===== src/rtl/cache_bus_requester_pkg.sv =====
// Shared bus widths, operation codes and requester state encoding for the cache side.
package CachePackage;

  localparam int unsigned DATABUSWIDTH        = 32;
  localparam int unsigned ADDRESSWIDTH        = 16;
  localparam int unsigned DEFAULT_TIMEOUT_CYC = 16;
  // Wide enough for the largest legal timeout (255).
  localparam int unsigned CNT_W               = 8;

  typedef enum logic {
    BUS_RD  = 1'b0,
    BUS_UPD = 1'b1
  } bus_op_e;

  typedef enum logic [2:0] {
    IDLE = 3'd0,
    ARB  = 3'd1,
    ADDR = 3'd2,
    WAIT = 3'd3,
    DONE = 3'd4
  } req_state_e;

endpackage


===== src/rtl/cache_bus_requester_timeout.sv =====
// Counts WAIT cycles and flags the last cycle before a read is abandoned.
module req_timeout_counter
  import CachePackage::*;
#(
  parameter int unsigned LIMIT = DEFAULT_TIMEOUT_CYC
) (
  input  logic clock,
  input  logic reset_n,
  input  logic i_clear,
  input  logic i_en,
  output logic o_tc_c
);

  logic [CNT_W-1:0] r_cnt;

  // Clear has priority so the count always starts from zero on WAIT entry.
  always_ff @(posedge clock or negedge reset_n) begin
    if (!reset_n) begin
      r_cnt <= '0;
    end else if (i_clear) begin
      r_cnt <= '0;
    end else if (i_en) begin
      r_cnt <= r_cnt + CNT_W'(1);
    end
  end

  assign o_tc_c = (r_cnt == CNT_W'(LIMIT - 1));

endmodule


===== src/rtl/cache_bus_requester.sv =====
// Cache-side CommonBus master: wins the bus, issues BusRd/BusUpd, returns data and Shared.
module cache_bus_requester
  import CachePackage::*;
#(
  parameter int unsigned DATA_W      = DATABUSWIDTH,
  parameter int unsigned ADDR_W      = ADDRESSWIDTH,
  parameter int unsigned TIMEOUT_CYC = DEFAULT_TIMEOUT_CYC
) (
  input  logic              clock,
  input  logic              reset_n,
  input  logic              req_valid,
  output logic              req_ready,
  input  logic              req_op,
  input  logic [ADDR_W-1:0] req_addr,
  input  logic [DATA_W-1:0] req_wdata,
  output logic              resp_valid,
  output logic [DATA_W-1:0] resp_data,
  output logic              resp_shared,
  output logic              resp_err,
  output logic              bus_req,
  input  logic              bus_gnt,
  output logic [ADDR_W-1:0] bus_addr,
  output logic              bus_addr_oe,
  output logic              bus_rnw,
  output logic              bus_rd,
  output logic              bus_upd,
  output logic [DATA_W-1:0] bus_data_out,
  output logic              bus_data_oe,
  input  logic [DATA_W-1:0] bus_data_in,
  input  logic              bus_ack,
  input  logic              bus_shared_in
);

  req_state_e        r_state;
  bus_op_e           r_op;
  logic [ADDR_W-1:0] r_addr;
  logic [DATA_W-1:0] r_wdata;
  logic              w_tc;
  logic              w_cnt_clear;
  logic              w_cnt_en;

  assign w_cnt_clear = (r_state != WAIT);
  assign w_cnt_en    = (r_state == WAIT);

  req_timeout_counter #(
    .LIMIT (TIMEOUT_CYC)
  ) u_timeout (
    .clock   (clock),
    .reset_n (reset_n),
    .i_clear (w_cnt_clear),
    .i_en    (w_cnt_en),
    .o_tc_c  (w_tc)
  );

  // Request sequencing; every bus and response output is registered here.
  always_ff @(posedge clock or negedge reset_n) begin
    if (!reset_n) begin
      r_state      <= IDLE;
      r_op         <= BUS_RD;
      r_addr       <= '0;
      r_wdata      <= '0;
      req_ready    <= 1'b1;
      resp_valid   <= 1'b0;
      resp_data    <= '0;
      resp_shared  <= 1'b0;
      resp_err     <= 1'b0;
      bus_req      <= 1'b0;
      bus_addr     <= '0;
      bus_addr_oe  <= 1'b0;
      bus_rnw      <= 1'b0;
      bus_rd       <= 1'b0;
      bus_upd      <= 1'b0;
      bus_data_out <= '0;
      bus_data_oe  <= 1'b0;
    end else begin
      resp_valid <= 1'b0;
      case (r_state)
        IDLE: begin
          if (req_valid) begin
            r_op        <= bus_op_e'(req_op);
            r_addr      <= req_addr;
            r_wdata     <= req_wdata;
            resp_data   <= '0;
            resp_shared <= 1'b0;
            resp_err    <= 1'b0;
            req_ready   <= 1'b0;
            bus_req     <= 1'b1;
            r_state     <= ARB;
          end
        end
        ARB: begin
          if (bus_gnt) begin
            bus_addr_oe <= 1'b1;
            bus_addr    <= r_addr;
            if (r_op == BUS_UPD) begin
              bus_upd      <= 1'b1;
              bus_rnw      <= 1'b0;
              bus_data_oe  <= 1'b1;
              bus_data_out <= r_wdata;
            end else begin
              bus_rd  <= 1'b1;
              bus_rnw <= 1'b1;
            end
            r_state <= ADDR;
          end
        end
        ADDR: begin
          resp_shared <= resp_shared | bus_shared_in;
          if (r_op == BUS_UPD) begin
            resp_valid   <= 1'b1;
            bus_req      <= 1'b0;
            bus_addr     <= '0;
            bus_addr_oe  <= 1'b0;
            bus_rnw      <= 1'b0;
            bus_rd       <= 1'b0;
            bus_upd      <= 1'b0;
            bus_data_out <= '0;
            bus_data_oe  <= 1'b0;
            r_state      <= DONE;
          end else begin
            r_state <= WAIT;
          end
        end
        WAIT: begin
          resp_shared <= resp_shared | bus_shared_in;
          if (bus_ack || w_tc) begin
            if (bus_ack) begin
              resp_data <= bus_data_in;
            end else begin
              resp_err <= 1'b1;
            end
            resp_valid  <= 1'b1;
            bus_req     <= 1'b0;
            bus_addr    <= '0;
            bus_addr_oe <= 1'b0;
            bus_rnw     <= 1'b0;
            bus_rd      <= 1'b0;
            r_state     <= DONE;
          end
        end
        DONE: begin
          req_ready <= 1'b1;
          r_state   <= IDLE;
        end
        default: begin
          r_state <= IDLE;
        end
      endcase
    end
  end

endmodule


===== config.mk =====
export PLATFORM = sky130hd
export DESIGN_NAME = cache_bus_requester
export DESIGN_NICKNAME = d
export VERILOG_FILES = /design/src/rtl/cache_bus_requester_pkg.sv /design/src/rtl/cache_bus_requester_timeout.sv /design/src/rtl/cache_bus_requester.sv
export SDC_FILE = /design/constraint.sdc
export NUM_CORES = 1
export LEC_CHECK = 0
export ABC_AREA = 1
export BUFFER_PORTS_ARGS = -buffer_cell sky130_fd_sc_hd__buf_2
export CAP_MARGIN = 20
export CELL_PAD_IN_SITES_DETAIL_PLACEMENT = 0
export CELL_PAD_IN_SITES_GLOBAL_PLACEMENT = 1
export CORE_MARGIN = 5
export CORE_UTILIZATION = 38
export CTS_BUF_LIST = sky130_fd_sc_hd__clkbuf_16
export DETAILED_ROUTE_END_ITERATION = 10
export HOLD_SLACK_MARGIN = 0.08
export PLACE_DENSITY = 0.86
export SYNTH_ARGS = -nofsm -noshare
export SYNTH_HDL_FRONTEND = slang
export SYNTH_SLANG_ARGS = --single-unit

===== constraint.sdc =====
create_clock -name clock -period 2.3 [get_ports clock]
set_clock_uncertainty 0.1 [all_clocks]
set_input_delay 0.115 -clock clock [delete_from_list [all_inputs] [get_ports clock]]
set_output_delay 0.115 -clock clock [all_outputs]
set_load 0.01 [all_outputs]

# Yosys cells after proc, flatten, opt, wreduce, memory -nomap -nowiden
# Cells that the tools add are included.
# W data, S select, Z words.
[totals]
regBits = 149
wordCells = 96
output_inout_bits = 90
[op_classes]
n_bitwise = 1
eq_ne = 14
n_reduce_logical = 20
n_mux = 43
addsub = 1
[op_table]
columns = ["operator", "n"]
rows = [
  ["$mux W32", 6],
  ["$pmux W32 S2", 2],
  ["$mux W16", 3],
  ["$pmux W16 S3", 1],
  ["$reduce_and A4 Y1", 5],
  ["$mux W8", 2],
  ["$ne A2 B2 Y1 const B", 8],
  ["$mux W1", 15],
  ["$mux W3", 4],
  ["$pmux W1 S3", 4],
  ["$pmux W3 S4", 1],
  ["$pmux W1 S2", 5],
  ["$reduce_bool A2 Y1", 5],
  ["$add A8 B1 Y8 const B", 1],
  ["$eq A8 B4 Y1 const B", 1],
  ["$eq A3 B2 Y1 const B", 2],
  ["$reduce_and A2 Y1", 3],
  ["$reduce_bool A3 Y1", 2],
  ["$reduce_and A5 Y1", 1],
  ["$eq A3 B1 Y1 const B", 1],
  ["$eq A3 B3 Y1 const B", 1],
  ["$logic_not A3 Y1", 1],
  ["$ne A3 B2 Y1 const B", 1],
  ["$reduce_and A3 Y1", 1],
  ["other kinds (3)", 3],
]

# Depth between registers and ports, before layout
# Gate-level depths: netlist (run 1).
[depth]
word_depth = 4
mapped_depth = 10
ltp_nobuf = 9

# Cells and area by module
# A second synthesis (run 1) with hierarchy kept.
[hier_totals]
cells_unflattened = 669
hier_area_um2 = 5970.7
[by_module_without_submodules]
columns = ["module", "instances", "cells_per_inst", "area_per_inst_um2"]
rows = [
  ["cache_bus_requester", 1, 606, 5531.6],
  ["req_timeout_counter", 1, 63, 439.2],
]

# Worst setup path before layout (run 1)
# No wires, ideal clock.
[synth_timing]
path_type = "register -> register"
startpoint = "register r_state[0]"
endpoint = "register resp_data[0]"
arrival_time_ns = 1.405
required_ns = 2.083
period_less_slack_ns = 1.622
path_slack_ns = 0.678
path_stages_with_launch = 10
cell_sequence = "dfrtp_1 -> nor2_1 -> nand2_1 -> nor2_1 -> inv_1 -> o21ai_1 -> inv_2 -> clkbuf_1 -> nand3_1 -> nand2_1"
[synth_via]
elab_chain_len = 3
word_cells_on_any_way = 8
classes_between = "eq/ne: 4; mux: 1; reduce/logical: 3"
[synth_rtl]
columns = ["element", "line", "text"]
rows = [
  ["start: declaration", "cache_bus_requester.sv:34", "req_state_e r_state;"],
  ["start signal: assignment", "cache_bus_requester.sv:58", "r_state <= IDLE;"],
  ["start signal: assignment", "cache_bus_requester.sv:88", "r_state <= ARB;"],
  ["start signal: assignment", "cache_bus_requester.sv:104", "r_state <= ADDR;"],
  ["$eq A3 B2 Y1 / $logic_not A3 Y1 (equally long branches)", "cache_bus_requester.sv:77", "case (r_state)"],
  ["$ne A2 B2 Y1 (no line) / $reduce_bool A2 Y1 (equally long branches)", "n/a", ""],
  ["$reduce_and A4 Y1 (no line)", "n/a", ""],
  ["end signal: assignment", "cache_bus_requester.sv:128", "resp_data <= bus_data_in;"],
  ["end: declaration", "cache_bus_requester.sv:17", "output logic [DATA_W-1:0] resp_data,"],
]
# Parallel ways exist; a longest one is shown, timed or not.
# A chain may end at the register's enable or synchronous reset.

# Worst setup path after layout (run 1)
[layout_timing]
startpoint = "register r_state[2]"
endpoint = "register bus_addr_oe"
[layout_via]
elab_chain_len = 3
word_cells_on_any_way = 9
classes_between = "eq/ne: 6; mux: 1; reduce/logical: 2"
[layout_rtl]
columns = ["element", "line", "text"]
rows = [
  ["$eq A3 B1 Y1 / $eq A3 B2 Y1 (equally long branches)", "cache_bus_requester.sv:77", ""],
  ["$ne A2 B2 Y1 (no line) / $reduce_bool A3 Y1 (equally long branches)", "n/a", ""],
  ["$reduce_and A4 Y1 (no line)", "n/a", ""],
  ["end signal: assignment", "cache_bus_requester.sv:69", "bus_addr_oe <= 1'b0;"],
  ["end signal: assignment", "cache_bus_requester.sv:93", "bus_addr_oe <= 1'b1;"],
  ["end signal: assignment", "cache_bus_requester.sv:113", "bus_addr_oe <= 1'b0;"],
  ["end: declaration", "cache_bus_requester.sv:23", "output logic bus_addr_oe,"],
]
# Parallel ways exist; a longest one is shown, timed or not.

==> results of run 1 <==
Yosys cell counts (2+ instances only):
| cell | number |
|---|---|
| a21oi_1 | 7 |
| buf_1 | 3 |
| buf_2 | 12 |
| buf_4 | 4 |
| clkbuf_1 | 19 |
| dfrtp_1 | 148 |
| inv_1 | 95 |
| inv_2 | 2 |
| nand2_1 | 176 |
| nand2_2 | 2 |
| nand3_1 | 88 |
| nand3b_1 | 2 |
| nor2_1 | 66 |
| nor2_2 | 2 |
| o21ai_0 | 85 |
final timing paths:
kind / slack [ns] / end / start / cells after the start
max: 0.17 / bus_addr_oe / r_state[2] / 7
min: 0.15 / r_wdata[25] / reset_n / 2
max reg2reg: 0.17 / bus_addr_oe / r_state[2] / 7
min reg2reg: 0.36 / resp_data[4] / resp_data[4] / 2
max in group asynchronous: 1.26 / req_ready / reset_n / 3
min in group clock: 0.33 / r_wdata[11] / req_wdata[11] / 4
cell families (layout without fill, tap and decap cells):
group / count (synthesis) / count (layout) / synth area share
flip-flops: 149 / 149 / 0.599
XOR/XNOR: 1 / 1 / 0.00141
adder cells (fa/ha/maj): 1 / 1 / 0.00201
AO/OA/AOI/OAI: 97 / 97 / 0.0798
AND/OR/NAND/NOR: 339 / 339 / 0.229
buffers and inverters: 137 / 414 / 0.0886
stage by stage:
step                utilization  area, um^2  total power [mW]  worst slack [ns]
floorplan                     -        6230              7.03             0.678
global placement          0.462        7380              8.56             0.246
detailed placement        0.462        7380              8.65             0.189
CTS                       0.557        8920              11.8            0.0858
global route              0.558        8930              12.5           0.00195
finish                    0.558        8930              11.6             0.167
sequential cells by signal (all words and copies together), names as in the netlist:
name,flops
bus_req,1
resp_data,32
bus_addr_oe,1
r_op,1
req_ready,1
resp_err,1
r_state,3
bus_rd,1
r_addr,16
bus_data_oe,1
resp_valid,1
bus_rnw,1
u_timeout.r_cnt,8
bus_data_out,32
bus_addr,16
r_wdata,32
resp_shared,1
power breakdown:
group / internal (mW) / switching, mW / total (mW)
combinational: 1.65 / 2.77 / 4.42
sequential: 3.80 / 0.542 / 4.34
clock: 1.80 / 1.09 / 2.89
total: 7.25 / 4.40 / 11.6
final cells by class:
type                            instances  area share
Inverter                               98      0.0412
Timing Repair Buffer                  284       0.223
Sequential cell                       149       0.418
Clock buffer                           17      0.0476
Clock inverter                         15      0.0209
Multi-Input combinational cell        438       0.220
Tap cell                              216      0.0303
layer usage:
metal | vias to the layer above | part of all wire | wire, um | global-route usage
li1 | 2785 | - | - | -
met1 | 2523 | 0.43 | 7060 | 0.215
met2 | 119 | 0.51 | 8330 | 0.295
met3 | 21 | 0.043 | 708 | 0.0483
met4 | 0 | 0.020 | 331 | 0.0567
met5 | - | 0 | 0 | 0
worst max-delay path, cell delays in order, from the launching register on:
cell	delay [ns]
dfrtp_1	0.38
inv_1	0.10
nand2_1	0.16
nor3_2	0.10
nor3_4	0.55
nand2_2	0.39
nand2_1	0.16
nand2_1	0.08
timing repair:
action                                  CTS  global route
buffers inserted                          0             1
endpoints found under the hold margin   236             0
resized for setup                         0             1
hold buffers                             92             0
endpoints found under the setup margin    0             1
==> results.py, run 1 <==
metrics = {
    "outcome": {
        "status": "finished clean",
    },
    "detailed_routing": {
        "wl_per_cell_um": 13.5,
        "drtIter0Drc": 356,
        "drc": 0,
        "drt-vias-per-instance": 4.48,
        "via_count": 5448,
        "finalWirelength_mm": 16.4,
        "drtPass1Iterations": 6,
        "ant_nets": 0,
    },
    "die": {
        "rows": 46,
        "io_pins": 177,
        "start_util": 0.389,
        "design.die.area_um2": 19000,
        "fp.dieH_um": 138,
        "core-area_um2": 16000,
        "die_w_um": 138,
    },
    "timing": {
        "slew_viol_final": 0,
        "fmax_mhz": 469,
        "setup_viol_count_final": 0,
        "timing.hold.ws_ns": 0.146,
        "rsz0062_at_grt": "no",
        "hold_viol_final": 0,
        "tightest_slew_ns": 0.690,
        "tns_ns": 0,
        "min_period_ns": 2.13,
        "max_slew_margin": 0.538,
        "period_share": 0.928,
    },
    "global_route": {
        "overflow": 0,
        "track_usage": 0.174,
        "grt_start_max_net_pins": 66,
        "grt_pass1_wl_mm": 27.3,
        "antenna_found_initial": 0,
        "grt_pass1_vias": 5487,
    },
    "min_path": {
        "hold_path.class": "in2async",
    },
    "finish": {
        "syn2layout_area_growth_pct": 43.5,
        "nFillCells": 1478,
        "diodes": 0,
        "most-common-layout-cells": "176 x nand2_1, 175 x buf_2, 148 x dfrtp_1, 96 x inv_1, 92 x dlygate4sd3_1",
        "multi_input_area_um2": 1960,
        "layout.nets": 1076,
        "mostFrequentLayoutCell": "nand2_1",
        "final_cells": 1217,
        "final-seq-area_um2": 3730,
        "drive_gt1_frac": 0.233,
    },
    "cts": {
        "cts_tree": "built",
        "clock_path_buffers": 2,
        "clkTransAtPathRegs_ns": 0.06,
        "clock_sinks": 149,
        "clock_latency_ns": 0.42,
        "htree_levels": 4,
        "cts_root_buf": "clkbuf_16",
        "cts_inserted_buffers": 17,
    },
    "synth": {
        "synth_edf_count": 0,
        "synthTopCellsByArea": "dfrtp_1 59%, nand2_1 11%, nand3_1 7.1%",
        "syn-instance-count": 724,
        "yosys_warnings": 0,
        "ys_seq_area_frac": 0.599,
        "synth_top_cell_area_share": 0.595,
        "ys_types": 28,
        "syn_avg_cell_area_um2": 8.60,
        "syn_area_um2": 6230,
        "synth_top_cell_by_area": "dfrtp_1",
        "ys.flop_type": "dfrtp_1",
        "syn_nets": 812,
        "synthArstFlopShare": 1.00,
        "synth_seq_cells": 149,
    },
    "setup_path": {
        "crit_path_end_kind": "flip-flop",
        "critPathLaunchType": "flip-flop",
        "worstPathRequired_ns": 2.50,
        "critPathMaxFanout": 19,
        "cp_data_arrival_time_ns": 2.34,
        "criticalPathCategory": "reg2reg",
    },
    "place": {
        "place_inst": 1092,
        "dpl.hpwl_mm": 10.3,
        "gp_routability_congestion": 0.762,
        "numPortBuffers": 176,
    },
    "power": {
        "peakVddDrop_v": 0.000645,
        "powerDensity_nw_per_um2": 1300,
        "p_leak_nw": 4.82,
    },
    "run": {
        "cap_violations": 0,
    },
}
(Power assumes the default switching activity.)
==> run 2: changes to the inputs <==
Settings changed: ABC_AREA 1 to not set, CORE_UTILIZATION 38 to 40.
==> run 2 against run 1 <==
Compared with the run above: hold slack hardly changed; die area shrank 4.9%; fmax increased by 1.2%; critical endpoint is now bus_addr[0]; highest routed layer unchanged; wire length down 4.3%; sequential power shrank 1%; largest cell class unchanged.
==> results.py, run 2 <==
metrics = {
    "cts": {
        "clock_path_buffers": 2,
        "htree_levels": 4,
        "cts_root_buf": "clkbuf_16",
        "clock_latency_ns": 0.41,
        "cts_inserted_buffers": 17,
        "cts_tree": "built",
        "clkTransAtPathRegs_ns": 0.06,
        "clock_sinks": 149,
        "cts_setup_buffers": 0,
    },
    "setup_path": {
        "critPathLaunchType": "flip-flop",
        "worstPathRequired_ns": 2.49,
        "critPathMaxFanout": 18,
        "ff2ff_path_depth": 5,
        "crit_path_end_kind": "flip-flop",
        "criticalPathCategory": "reg2reg",
        "cp_data_arrival_time_ns": 2.30,
    },
    "timing": {
        "setup_viol_count_final": 0,
        "fmax_mhz": 474,
        "tns_ns": 0,
        "period_share": 0.917,
        "rsz0062_at_grt": "no",
        "tightest_slew_ns": 0.557,
        "max_slew_margin": 0.629,
        "min_period_ns": 2.11,
        "hold_viol_final": 0,
        "slew_viol_final": 0,
    },
    "power": {
        "p_int_mw": 7.19,
        "power_frac_seq": 0.394,
        "powerDensity_nw_per_um2": 1260,
        "comb_power_share": 0.362,
        "p_leak_nw": 4.31,
        "switchingPower_mw": 3.69,
        "p_sw_frac": 0.339,
        "peakVddDrop_v": 0.000625,
        "pwr-share-clk": 0.244,
    },
    "finish": {
        "layout.nets": 878,
        "final_core_util": 0.569,
        "diodes": 0,
        "syn2layout_area_growth_pct": 39.4,
        "reg.largest.list": "bus_data_out: 32 flops, r_wdata: 32 flops, resp_data: 32 flops",
        "mostFrequentLayoutCell": "buf_2",
        "drive_gt1_frac": 0.399,
        "most-common-layout-cells": "175 x buf_2, 148 x dfrtp_1, 135 x nand2_1, 86 x dlygate4sd3_1, 57 x mux2_2",
    },
    "die": {
        "core-area_um2": 15200,
        "fp.dieH_um": 135,
        "io_pins": 177,
        "die_w_um": 135,
        "rows": 45,
        "design.die.area_um2": 18100,
        "start_util": 0.408,
    },
    "global_route": {
        "grt_pass1_wl_mm": 26.0,
        "overflow": 0,
        "track_usage": 0.179,
        "antenna_found_initial": 0,
        "grt_pass1_vias": 5206,
        "grt_start_max_net_pins": 65,
    },
    "detailed_routing": {
        "drtIter0Drc": 187,
        "ant_nets": 0,
        "finalWirelength_mm": 15.7,
        "drc": 0,
        "wl_per_cell_um": 15.9,
        "drt-vias-per-instance": 4.91,
        "via_count": 4856,
        "drtPass1Iterations": 4,
    },
    "synth": {
        "synthArstFlopShare": 1.00,
        "syn_nets": 617,
        "synth_top_cell_area_share": 0.597,
        "ys_types": 38,
        "synth_top_cell_by_area": "dfrtp_1",
        "synth_edf_count": 0,
        "synth_seq_cells": 149,
        "ys.flop_type": "dfrtp_1",
        "synth.most_common_cell": "dfrtp_1",
        "synthTopCellsByArea": "dfrtp_1 60%, mux2_2 10%, nand2_1 8.2%",
        "syn_avg_cell_area_um2": 11.7,
        "ys_seq_area_frac": 0.601,
        "syn-instance-count": 529,
        "syn_area_um2": 6210,
        "yosys_warnings": 0,
        "synthTopCellsByCount": "148 x dfrtp_1, 135 x nand2_1, 57 x mux2_2",
    },
    "outcome": {
        "status": "finished clean",
    },
    "place": {
        "dpl.hpwl_mm": 9.86,
        "gp_routability_congestion": 0.775,
        "numPortBuffers": 176,
    },
    "run": {
        "cap_violations": 0,
    },
    "min_path": {
        "hold_path.class": "in2async",
    },
}
-- run 2: metal layers --
metal / track usage / part of all wire / wire [um]
met4: 0.0605 / 0.016 / 257
met2: 0.287 / 0.48 / 7580
met1: 0.231 / 0.43 / 6840
met5: 0 / 0 / 0
met3: 0.0570 / 0.066 / 1040
-- run 2: power by group through the flow --
stage | Sequential [mW] | Combinational [mW] | Clock, mW
global placement | 4.26 | 3.70 | 0
global route | 4.43 | 4.33 | 2.85
floorplan | 4.47 | 2.49 | 0
CTS | 4.28 | 3.96 | 2.72
finish | 4.29 | 3.94 | 2.65
detailed placement | 4.31 | 3.84 | 0
-- run 2: what timing repair did --
action | 4_1_cts | 5_1_grt
resized for setup | 0 | 0
hold endpoints to repair | 189 | 0
hold buffers | 86 | 0
-- run 2: through the flow --
stage	area [um^2]	setup slack, ns	total power, mW	hold WS (ns)	cells
floorplan	6210	0.347	6.96	-0.281	529
global placement	7230	0.251	7.96	0.0136	873
detailed placement	7230	0.198	8.15	0.0279	873
CTS	8650	0.189	11.0	0.156	990
global route	8650	0.0941	11.6	0.194	990
finish	8650	0.191	10.9	0.146	990
-- run 2: path summary, 6_finish.rpt --
check / start / end / slack [ns]
max reg2reg: u_timeout.r_cnt[0] / bus_addr[0] / 0.19
min in group clock: r_wdata[8] / bus_data_out[8] / 0.36
min reg2reg: r_wdata[8] / bus_data_out[8] / 0.36
max in group asynchronous: reset_n / bus_data_out[5] / 1.22
min: reset_n / resp_data[3] / 0.15
max: u_timeout.r_cnt[0] / bus_addr[0] / 0.19
-- run 2: kinds of logic (layout without fill, tap and decap cells) --
kind of cell | count (synthesis) | in the layout | synth area share
flip-flops | 149 | 149 | 0.601
multiplexers | 68 | 68 | 0.128
buffers and inverters | 38 | 311 | 0.0443
AO/OA/AOI/OAI | 51 | 51 | 0.0595
adder cells (fa/ha/maj) | 1 | 1 | 0.00202
XOR/XNOR | 5 | 5 | 0.00706
AND/OR/NAND/NOR | 217 | 217 | 0.158
-- run 2: critical path, stage by stage, from the launching register on --
cell     delay, ns
dfrtp_1       0.40
ha_1          0.23
and3_1        0.23
a211o_2       0.37
nand2_4       0.27
mux2_2        0.38
-- run 2: area by class of cell --
class                   count  area, um^2
flip-flops and latches    149        3730
well taps                 188         235
fillers                  1250        6550
inverters                   3        11.3
clock inverters            14         139
multi-input cells         342        2200
repair buffers            277        1910
clock buffers              17         425
